<file path="src/rtl/ulpi_reg_access.sv">
// ULPI link-side register access engine: issues register read/write TX CMDs,
// survives PHY aborts with bounded retries and forwards RX CMD bytes.
`timescale 1ns/1ps
module ulpi_reg_access #(
  parameter int unsigned RETRY_LIMIT = 4
) (
  input  logic       ulpi_clk,
  input  logic       ulpi_rst,
  input  logic       ulpi_dir,
  input  logic       ulpi_nxt,
  input  logic [7:0] ulpi_data_in,
  output logic [7:0] ulpi_data_out,
  output logic       ulpi_stp,
  input  logic       req_valid,
  output logic       req_ready,
  input  logic       req_write,
  input  logic [5:0] req_addr,
  input  logic [7:0] req_wdata,
  output logic       resp_valid,
  output logic [7:0] resp_rdata,
  output logic       resp_err,
  output logic       rx_cmd_valid,
  output logic [7:0] rx_cmd
);

  typedef enum logic [2:0] {
    IDLE, TXCMD, WDATA, STP, RD_TURN, RD_DATA, WAIT_DIR, TURN
  } state_t;

  localparam logic [3:0] LIMIT = 4'(RETRY_LIMIT);

  state_t     state, state_d;
  logic       dir_q;
  logic       pend, pend_d;
  logic       wr, wr_d;
  logic [5:0] addr, addr_d;
  logic [7:0] wdata, wdata_d;
  logic [3:0] aborts, aborts_d;
  logic       resp_valid_d, resp_err_d;
  logic [7:0] resp_rdata_d, data_out_d;
  logic       stp_d, ready_d, rx_valid_d;

  always_comb begin
    state_d      = state;
    pend_d       = pend;
    wr_d         = wr;
    addr_d       = addr;
    wdata_d      = wdata;
    aborts_d     = aborts;
    resp_valid_d = 1'b0;
    resp_err_d   = 1'b0;
    resp_rdata_d = 8'h00;
    case (state)
      IDLE: begin
        if (req_valid && req_ready) begin
          state_d  = TXCMD;
          pend_d   = 1'b1;
          wr_d     = req_write;
          addr_d   = req_addr;
          wdata_d  = req_wdata;
          aborts_d = 4'd0;
        end
      end
      TXCMD: begin
        if (ulpi_dir) begin
          state_d  = WAIT_DIR;
          aborts_d = aborts + 4'd1;
        end else if (ulpi_nxt) begin
          state_d = wr ? WDATA : RD_TURN;
        end
      end
      WDATA: begin
        if (ulpi_dir) begin
          state_d  = WAIT_DIR;
          aborts_d = aborts + 4'd1;
        end else if (ulpi_nxt) begin
          state_d      = STP;
          resp_valid_d = 1'b1;
          pend_d       = 1'b0;
        end
      end
      STP: state_d = IDLE;
      RD_TURN: begin
        // The PHY must take the bus right after accepting a read command.
        if (!ulpi_dir) begin
          state_d      = IDLE;
          resp_valid_d = 1'b1;
          resp_err_d   = 1'b1;
          pend_d       = 1'b0;
        end else if (ulpi_nxt) begin
          state_d  = WAIT_DIR;
          aborts_d = aborts + 4'd1;
        end else begin
          state_d = RD_DATA;
        end
      end
      RD_DATA: begin
        state_d      = WAIT_DIR;
        resp_valid_d = 1'b1;
        resp_rdata_d = ulpi_data_in;
        pend_d       = 1'b0;
      end
      WAIT_DIR: if (!ulpi_dir) state_d = TURN;
      TURN: begin
        if (!pend) begin
          state_d = IDLE;
        end else if (aborts >= LIMIT) begin
          state_d      = IDLE;
          resp_valid_d = 1'b1;
          resp_err_d   = 1'b1;
          pend_d       = 1'b0;
        end else begin
          state_d = TXCMD;
        end
      end
      default: state_d = IDLE;
    endcase

    // Bus outputs are registered from the next state so they line up with it.
    case (state_d)
      TXCMD:   data_out_d = {1'b1, ~wr_d, addr_d};
      WDATA:   data_out_d = wdata_d;
      default: data_out_d = 8'h00;
    endcase
    stp_d      = (state_d == STP);
    ready_d    = (state_d == IDLE) && !ulpi_dir && !dir_q;
    rx_valid_d = ulpi_dir && dir_q && !ulpi_nxt && (state != RD_DATA);
  end

  always_ff @(posedge ulpi_clk or posedge ulpi_rst) begin
    if (ulpi_rst) begin
      state         <= IDLE;
      dir_q         <= 1'b0;
      pend          <= 1'b0;
      wr            <= 1'b0;
      addr          <= 6'd0;
      wdata         <= 8'h00;
      aborts        <= 4'd0;
      ulpi_data_out <= 8'h00;
      ulpi_stp      <= 1'b0;
      req_ready     <= 1'b0;
      resp_valid    <= 1'b0;
      resp_rdata    <= 8'h00;
      resp_err      <= 1'b0;
      rx_cmd_valid  <= 1'b0;
      rx_cmd        <= 8'h00;
    end else begin
      state         <= state_d;
      dir_q         <= ulpi_dir;
      pend          <= pend_d;
      wr            <= wr_d;
      addr          <= addr_d;
      wdata         <= wdata_d;
      aborts        <= aborts_d;
      ulpi_data_out <= data_out_d;
      ulpi_stp      <= stp_d;
      req_ready     <= ready_d;
      resp_valid    <= resp_valid_d;
      resp_rdata    <= resp_rdata_d;
      resp_err      <= resp_err_d;
      rx_cmd_valid  <= rx_valid_d;
      if (rx_valid_d) rx_cmd <= ulpi_data_in;
    end
  end

endmodule

</file>
<file path="config.mk">
export PLATFORM = sky130hd
export DESIGN_NAME = ulpi_reg_access
export DESIGN_NICKNAME = d
export VERILOG_FILES = /design/src/rtl/ulpi_reg_access.sv
export SDC_FILE = /design/constraint.sdc
export NUM_CORES = 1
export LEC_CHECK = 0
export BUFFER_PORTS_ARGS = -buffer_cell sky130_fd_sc_hd__clkbuf_2
export CORE_MARGIN = 3
export CORE_UTILIZATION = 30
export DETAILED_ROUTE_END_ITERATION = 12
export GPL_TIMING_DRIVEN = 0
export HOLD_SLACK_MARGIN = 0.06
export PLACE_DENSITY = 0.47
export SLEW_MARGIN = 30
export SYNTH_ARGS = -nofsm -noshare
export SYNTH_HDL_FRONTEND = slang
export SYNTH_SLANG_ARGS = --single-unit
</file>
<file path="constraint.sdc">
create_clock -name ulpi_clk -period 2 [get_ports ulpi_clk]
set_input_delay 0.4 -clock ulpi_clk [delete_from_list [all_inputs] [get_ports ulpi_clk]]
set_output_delay 0.4 -clock ulpi_clk [all_outputs]
set_load 0.01 [all_outputs]
</file>
======== Word level (Yosys, flattened, before mapping) ========
Cells that the tools add are included.
storage, ports and cells
  register bits ........................... 53
  output and inout port bits .............. 29
  word-level logic and storage cells ...... 91
cells by class
  add/subtract/negate cells ............... 1
  $lt $le $gt $ge ......................... 1
  eq/ne operators ......................... 18
  mux-type cells .......................... 39
  bitwise gates (word level) .............. 1
  reduce and logical (&&, ||, !) cells .... 16
operator list
  kind                                                               count
  two-way mux 3 bit                                                  8
  two-way mux 8 bit                                                  3
  case mux 3 bit (8 select lines)                                    1
  two-way mux 4 bit                                                  4
  case mux 8 bit (2 select lines)                                    1
  two-way mux 1 bit                                                  15
  == test 3 x 2 -> 1 bit, second input constant                      4
  == test 3 bit, second input constant                               4
  two-way mux 6 bit                                                  2
  != test 2 bit, second input constant                               6
  case mux 4 bit (3 select lines)                                    1
  AND reduction 5 bit                                                2
  == test 3 x 1 -> 1 bit, second input constant                      2
  logical AND 1 bit                                                  6
  zero test 3 bit                                                    2
  case mux 1 bit (5 select lines)                                    1
  nonzero test 5 bit                                                 1
  adder 4 x 1 -> 4 bit, second input constant                        1
  greater-or-equal comparator 4 x 3 -> 1 bit, second input constant  1
  case mux 1 bit (4 select lines)                                    1
  zero test 1 bit                                                    3
  != test 3 bit, second input constant                               1
  nonzero test 3 bit                                                 1
  two-way mux 2 bit                                                  1
  other kinds (4)                                                    4

======== Longest topological paths before layout ========
Gate-level depths: netlist (run 1).
  depth in word-level cells ............... 7
  gate-level depth with buffers ........... 8
  mapped depth without buffers ............ 5

======== Least setup slack after synthesis (run 1) ========
OpenSTA, ideal clock, no wires.
  kind .................................... register to register
  start point ............................. register state[2]
  end point ............................... register ulpi_data_out[3]
  setup time .............................. 133 ps
  arrival time ............................ 1564 ps
  data required time ...................... 1867 ps
  slack ................................... 302 ps
  stages on the path, launching flop included .. 9
  path buffers ............................ 3
  clock period less this slack ............ 1698 ps
  cells stage by stage .................... dfrtp_1 -> buf_6 -> nor3_4 -> and2b_1 -> buf_6 -> buf_12 -> mux2_4 -> nand3_1 -> o21ai_1
on the way
  elaborated cells on any way between the ends .. 20
  those cells by class .................... eq/ne (9); mux (10); reduce/logical (1)
RTL lines
  what                             RTL line  source
  start: declaration               32        state_t state, state_d;
  start signal: assignment         148       state <= state_d;
  zero test 3 bit                  53        case (state)
  two-way mux 8 bit                53
  via wdata_d[3]                   37        logic [7:0] wdata, wdata_d;
  case mux 8 bit (2 select lines)  120       case (state_d)
  via data_out_d[3]                40        logic [7:0] resp_rdata_d, data_out_d;
  end signal: assignment           155       ulpi_data_out <= data_out_d;
  end: declaration                 12        output logic [7:0] ulpi_data_out,
The timed path passes the listed nets, and every way through them passes these cells.
A chain may end at the register's enable or synchronous reset.

======== Final worst setup path (run 1) ========
Ends and elaborated chain as after synthesis.

==> out/results.tsv, run 1 <==
metric	value	unit
wl	4890	um
io_pins	57	
dp.cells	351	
synthFlopType	dfrtp_1	
combPwrFrac	0.389	
yosys_warnings	0	
gp_congestion	0.798	
end_kind	flop	
fp.dieW	94.0	um
grt-ovfl-total	0	
fin_cells	361	
tns	0	ps
yosysSeqAreaShare	0.571	
nets	291	
core	7370	um^2
synth_edf_count	0	
p_sw	1.28	mW
dp_hpwl	3530	um
crit_required	2170	ps
powerDensity	1280	nW/um^2
track_usage	0.118	
start_kind	flop	
first_pass_iters	4	
wl_per_cell	13.6	um
seq_power_share	0.421	
avgSynthCellArea	11.9	um^2
hold_viol	0	
layout_commonest_cell	clkbuf_2	
row_count	31	
syn_to_final_growth	23.9	%
syn_inst	195	
htreeDepth	2	
hold_path.class	in2reg	
clock_latency	300	ps
finalCriticalPeriod	1830	ps
async_reset_ff_frac	1.00	
tritoncts	yes	
grt_pass1_vias	1614	
regArea	1330	um^2
drt-initial-drc-count	78	
setup_viol	0	
intPower	2.41	mW
syn_nets	224	
relSlewSlack	0.593	
dpl_cell_area	2750	um^2
worst_pin_slew	607	ps
cts-root-buf	clkbuf_8	
status	complete, no violations	
critical_path_class	reg2reg	
routed_via_density	4.61	
die_height	94.0	um
p_total	3.70	mW
grt_max_degree	31	
worst-path-max-fanout	10	
rsz0062_at_grt	false	
netSwitchingFraction	0.348	
n_antenna_cell	0	
drv_slew	0	
synth_cell_types	41	
final_cell_mix	clkbuf_2, dfrtp_1, nand2_1, nand3_1	
die_area	8830	um^2
maxCapViolations	0	
antenna_found_initial	0	
cp_data_arrival_time	2000	ps
p_leak	1.43	nW
drc	0	
skew	7.11	ps
ys_ff_latch	53	
start_util	0.315	
numCtsBuffers	5	
clock_power_share	0.190	
clk_pin_slew	90	ps
multi_input_area	900	um^2
clockBufferDepth	2	
min_period_over_period	0.916	
ir_worst_vdd	0.525	mV
drive_gt1_frac	0.366	
final_area	2880	um^2
io_buffers	56	
fmax	546	MHz
grt_pass1_wl	8140	um
syn_area	2320	um^2
cts.sink_count	53	
num_vias	1664	
ant_nets	0	
nFillCells	753	
[through the flow]
stage | util | hold slack (ps) | setup WS, ps
3_3_place_gp | 0.370 | 466 | -465
2_1_floorplan | - | 406 | 302
6_report | 0.390 | 276 | 167
3_5_place_dp | 0.373 | 388 | 83.0
5_1_grt | 0.390 | 263 | 5.85
4_1_cts | 0.388 | 265 | 91.7
[sequential cells by signal, indices dropped and copies added, names as in the netlist, 3 cells and up]
signal and cells:
ulpi_data_out 8, state 3, aborts 4, wdata 8, rx_cmd 8, addr 6, resp_rdata 8
[synthesized netlist by cell type (all sizes together), types with 4 or more instances]
cell,number,area (um^2)
o21ai,15,75.1
dfrtp,53,1330
a21oi,10,53.8
nand3,10,50.1
mux2,23,289
nand2,14,52.6
nor2,9,33.8
nor3,4,31.3
buf,9,77.6
and3,9,56.3
nand2b,5,31.3
[power groups by stage]
stage                     Sequential (mW)  Clock (mW)  Combinational [mW]
after floorplan                      1.61           0               0.936
after global placement               1.58           0                1.40
after detailed placement             1.59           0                1.40
after CTS                            1.56       0.732                1.40
after global routing                 1.60       0.779                1.62
final                                1.56       0.702                1.44
[logic make-up after synthesis]
family,synth area share
DFF,0.571
muxes,0.129
buffers and inverters,0.0415
and+or+nand+nor,0.161
adders and majority gates,0.00539
AOI/OAI and AO/OA,0.0927
[final timing paths]
kind,slack [ps],from,endpoint,cells after the start
worst max-delay path,170,state[2],ulpi_data_out[3],8
worst min-delay path,280,ulpi_dir,dir_q,1
worst max register to register,170,state[2],ulpi_data_out[3],8
worst min register to register,480,dir_q,req_ready,1
max in group asynchronous,940,ulpi_rst,addr[0],4
min in group asynchronous,600,ulpi_rst,rx_cmd[0],3
[area by class of cell]
| class | count | share of cell area |
|---|---|---|
| clock buffer | 5 | 0.0239 |
| inverter | 3 | 0.00478 |
| clock inverter | 2 | 0.0122 |
| timing repair buffer | 60 | 0.113 |
| multi-input combinational | 128 | 0.313 |
| tap | 99 | 0.0430 |
| sequential | 53 | 0.461 |
| buffer | 11 | 0.0296 |
[routing by layer]
layer / GRT usage / up-vias / wire (um)
met2: 0.174 / 43 / 2160
met3: 0.0337 / 7 / 269
met4: 0.0397 / 0 / 55
li1: - / 816 / -
met1: 0.167 / 798 / 2410
met5: 0 / - / 0
[timing repair]
action                     CTS  global route
hold endpoints to repair    12             0
hold buffers                 1             0
gates resized for setup      0             0
setup endpoints to repair    0             1
setup buffers                0             2
[critical path, stage by stage (launching register included)]
cell,delay [ps]
dfrtp_1,380
buf_6,140
nor3_4,260
and2b_1,170
buf_6,140
buf_12,150
mux2_4,310
nand3_1,90
o21ai_1,70
Power figures use the tool's default switching activity.
==> inputs of run 2 (changes only) <==
--- a/config.mk
+++ b/config.mk
@@ -6,12 +6,14 @@
 export NUM_CORES = 1
 export LEC_CHECK = 0
 export BUFFER_PORTS_ARGS = -buffer_cell sky130_fd_sc_hd__clkbuf_2
+export CELL_PAD_IN_SITES_DETAIL_PLACEMENT = 0
+export CELL_PAD_IN_SITES_GLOBAL_PLACEMENT = 1
 export CORE_MARGIN = 3
 export CORE_UTILIZATION = 30
 export DETAILED_ROUTE_END_ITERATION = 12
 export GPL_TIMING_DRIVEN = 0
 export HOLD_SLACK_MARGIN = 0.06
-export PLACE_DENSITY = 0.47
+export PLACE_DENSITY = 0.57
 export SLEW_MARGIN = 30
 export SYNTH_ARGS = -nofsm -noshare
 export SYNTH_HDL_FRONTEND = slang
==> out/results.tsv, run 2 (synthesis results as in run 1) <==
metric	value	unit
status	complete, no violations	
dp.cells	351	
grt-ovfl-total	0	
reg2regPathDepth	8	
io_pins	57	
fmax	544	MHz
layout_commonest_cell	clkbuf_2	
r2r_end	ulpi_data_out[4]	
start_kind	flop	
r2r_start	state[2]	
ant_nets	0	
worst_pin_slew	634	ps
wl_per_cell	13.8	um
cpMaxStageDelayCell	dfrtp_1	
tritoncts	yes	
io_buffers	56	
finalWorstSetupSlack	163	ps
endpoint	ulpi_data_out[4]	
place_worst_setup_slack	24.6	ps
drt-initial-drc-count	42	
cts.sink_count	53	
die_area	8830	um^2
critical_path_class	reg2reg	
fin_cells	362	
syn_to_final_growth	23.4	%
cp_data_arrival_time	2020	ps
final_core_util	0.389	
cp-startpoint	state[2]	
crit_required	2180	ps
antenna_found_initial	0	
num_vias	1653	
dpl_cell_area	2750	um^2
drc	0	
wl	5010	um
grt_pass1_vias	1658	
finalCriticalPeriod	1840	ps
final_cell_mix	clkbuf_2, dfrtp_1, nand2_1, nand3_1	
maxCapViolations	0	
hold_path.class	in2reg	
nets	291	
n_antenna_cell	0	
cpLargestDelayFamily	simple AND/OR/NAND/NOR gates	
regArea	1330	um^2
numCtsBuffers	5	
whs	265	ps
drive_gt1_frac	0.369	
min_period_over_period	0.918	
cp_num_cells	8	
core	7370	um^2
first_pass_iters	3	
end_kind	flop	
crit_buf_inv	3	
gp_congestion	0.755	
routed_via_density	4.57	
p_leak	1.42	nW
r2r_setup_slack	160	ps
htreeDepth	2	
grt_pass1_wl	8330	um
clockBufferDepth	2	
hold_viol	0	
crit_path_frequent_cell	buf_6	
die_height	94.0	um
start_util	0.315	
clk_pin_slew	100	ps
cts-root-buf	clkbuf_8	
rsz0062_at_grt	false	
worst-path-max-fanout	10	
track_usage	0.121	
powerDensity	1260	nW/um^2
setup_viol	0	
final_area	2870	um^2
drv_slew	0	
ir_worst_vdd	0.385	mV
nFillCells	777	
skew	7.99	ps
clock_latency	300	ps
fp.dieW	94.0	um
grt_max_degree	36	
row_count	31	
dp_hpwl	3670	um
max_stage_delay	380	ps
relSlewSlack	0.574	
multi_input_area	905	um^2
crit_chain	buf_6 > nor3_4 > and2b_1 > buf_6 > buf_12 > mux2_4 > nand3_1 > o21ai_1	
[run 2: cell count changes in the layout (fill, tap and decap cells not counted), sizes merged]
cell / previous run / this run
bufinv: 1 / 0
clkbuf: 63 / 64
clkinv: 1 / 0
clkinvlp: 0 / 2
[run 2: where the power goes]
group          leakage [nW]  switching (mW)  internal (mW)  total, mW
Combinational         0.689           0.790          0.652       1.44
Clock                0.0374           0.353          0.247      0.601
Sequential            0.692           0.158           1.40       1.55
Total                  1.42            1.30           2.30       3.60
[run 2: worst reg2reg max path: stages (launching register included)]
cell	delay [ps]
dfrtp_1	380
buf_6	140
nor3_4	260
and2b_1	170
buf_6	150
buf_12	150
mux2_4	310
nand3_1	90
o21ai_1	70
[run 2: timing repair]
| item | 4_1_cts | 5_1_grt |
|---|---|---|
| buffers inserted | 0 | 2 |
| hold endpoints to repair | 18 | 0 |
| setup endpoints to repair | 0 | 3 |
| hold buffers | 1 | 0 |
| resized for setup | 0 | 1 |
[run 2: how the worst min path moves through the flow]
stage | start | end | slack [ps] | cells past startpoint
2_1_floorplan | dir_q | req_ready | 410 | 1
3_3_place_gp | wdata[5] | wdata[5] | 470 | 1
3_5_place_dp | ulpi_rst | rx_cmd[7] | 350 | 2
4_1_cts | ulpi_dir | dir_q | 250 | 1
5_1_grt | ulpi_dir | dir_q | 260 | 1
6_report | ulpi_dir | dir_q | 270 | 1
[run 2: final cells by class]
type,instances,share of cell area
Timing Repair Buffer,60,0.113
Sequential cell,53,0.463
Multi-Input combinational cell,128,0.316
Clock buffer,6,0.0253
Inverter,3,0.00480
Buffer,11,0.0297
Tap cell,99,0.0432
Clock inverter,2,0.00524
[run 2: per-layer routing]
layer / share of wire / GRT usage / wire length [um]
met1: 0.48 / 0.161 / 2380
met2: 0.45 / 0.189 / 2250
met3: 0.062 / 0.0361 / 309
met4: 0.013 / 0.0361 / 64
met5: 0 / 0 / 0
[run 2: stage by stage]
stage	power, mW	setup TNS, ps
after floorplan	2.55	0
after global placement	2.98	-22570
after detailed placement	3.00	0
after CTS	3.62	0
after global routing	3.90	0
final	3.60	0
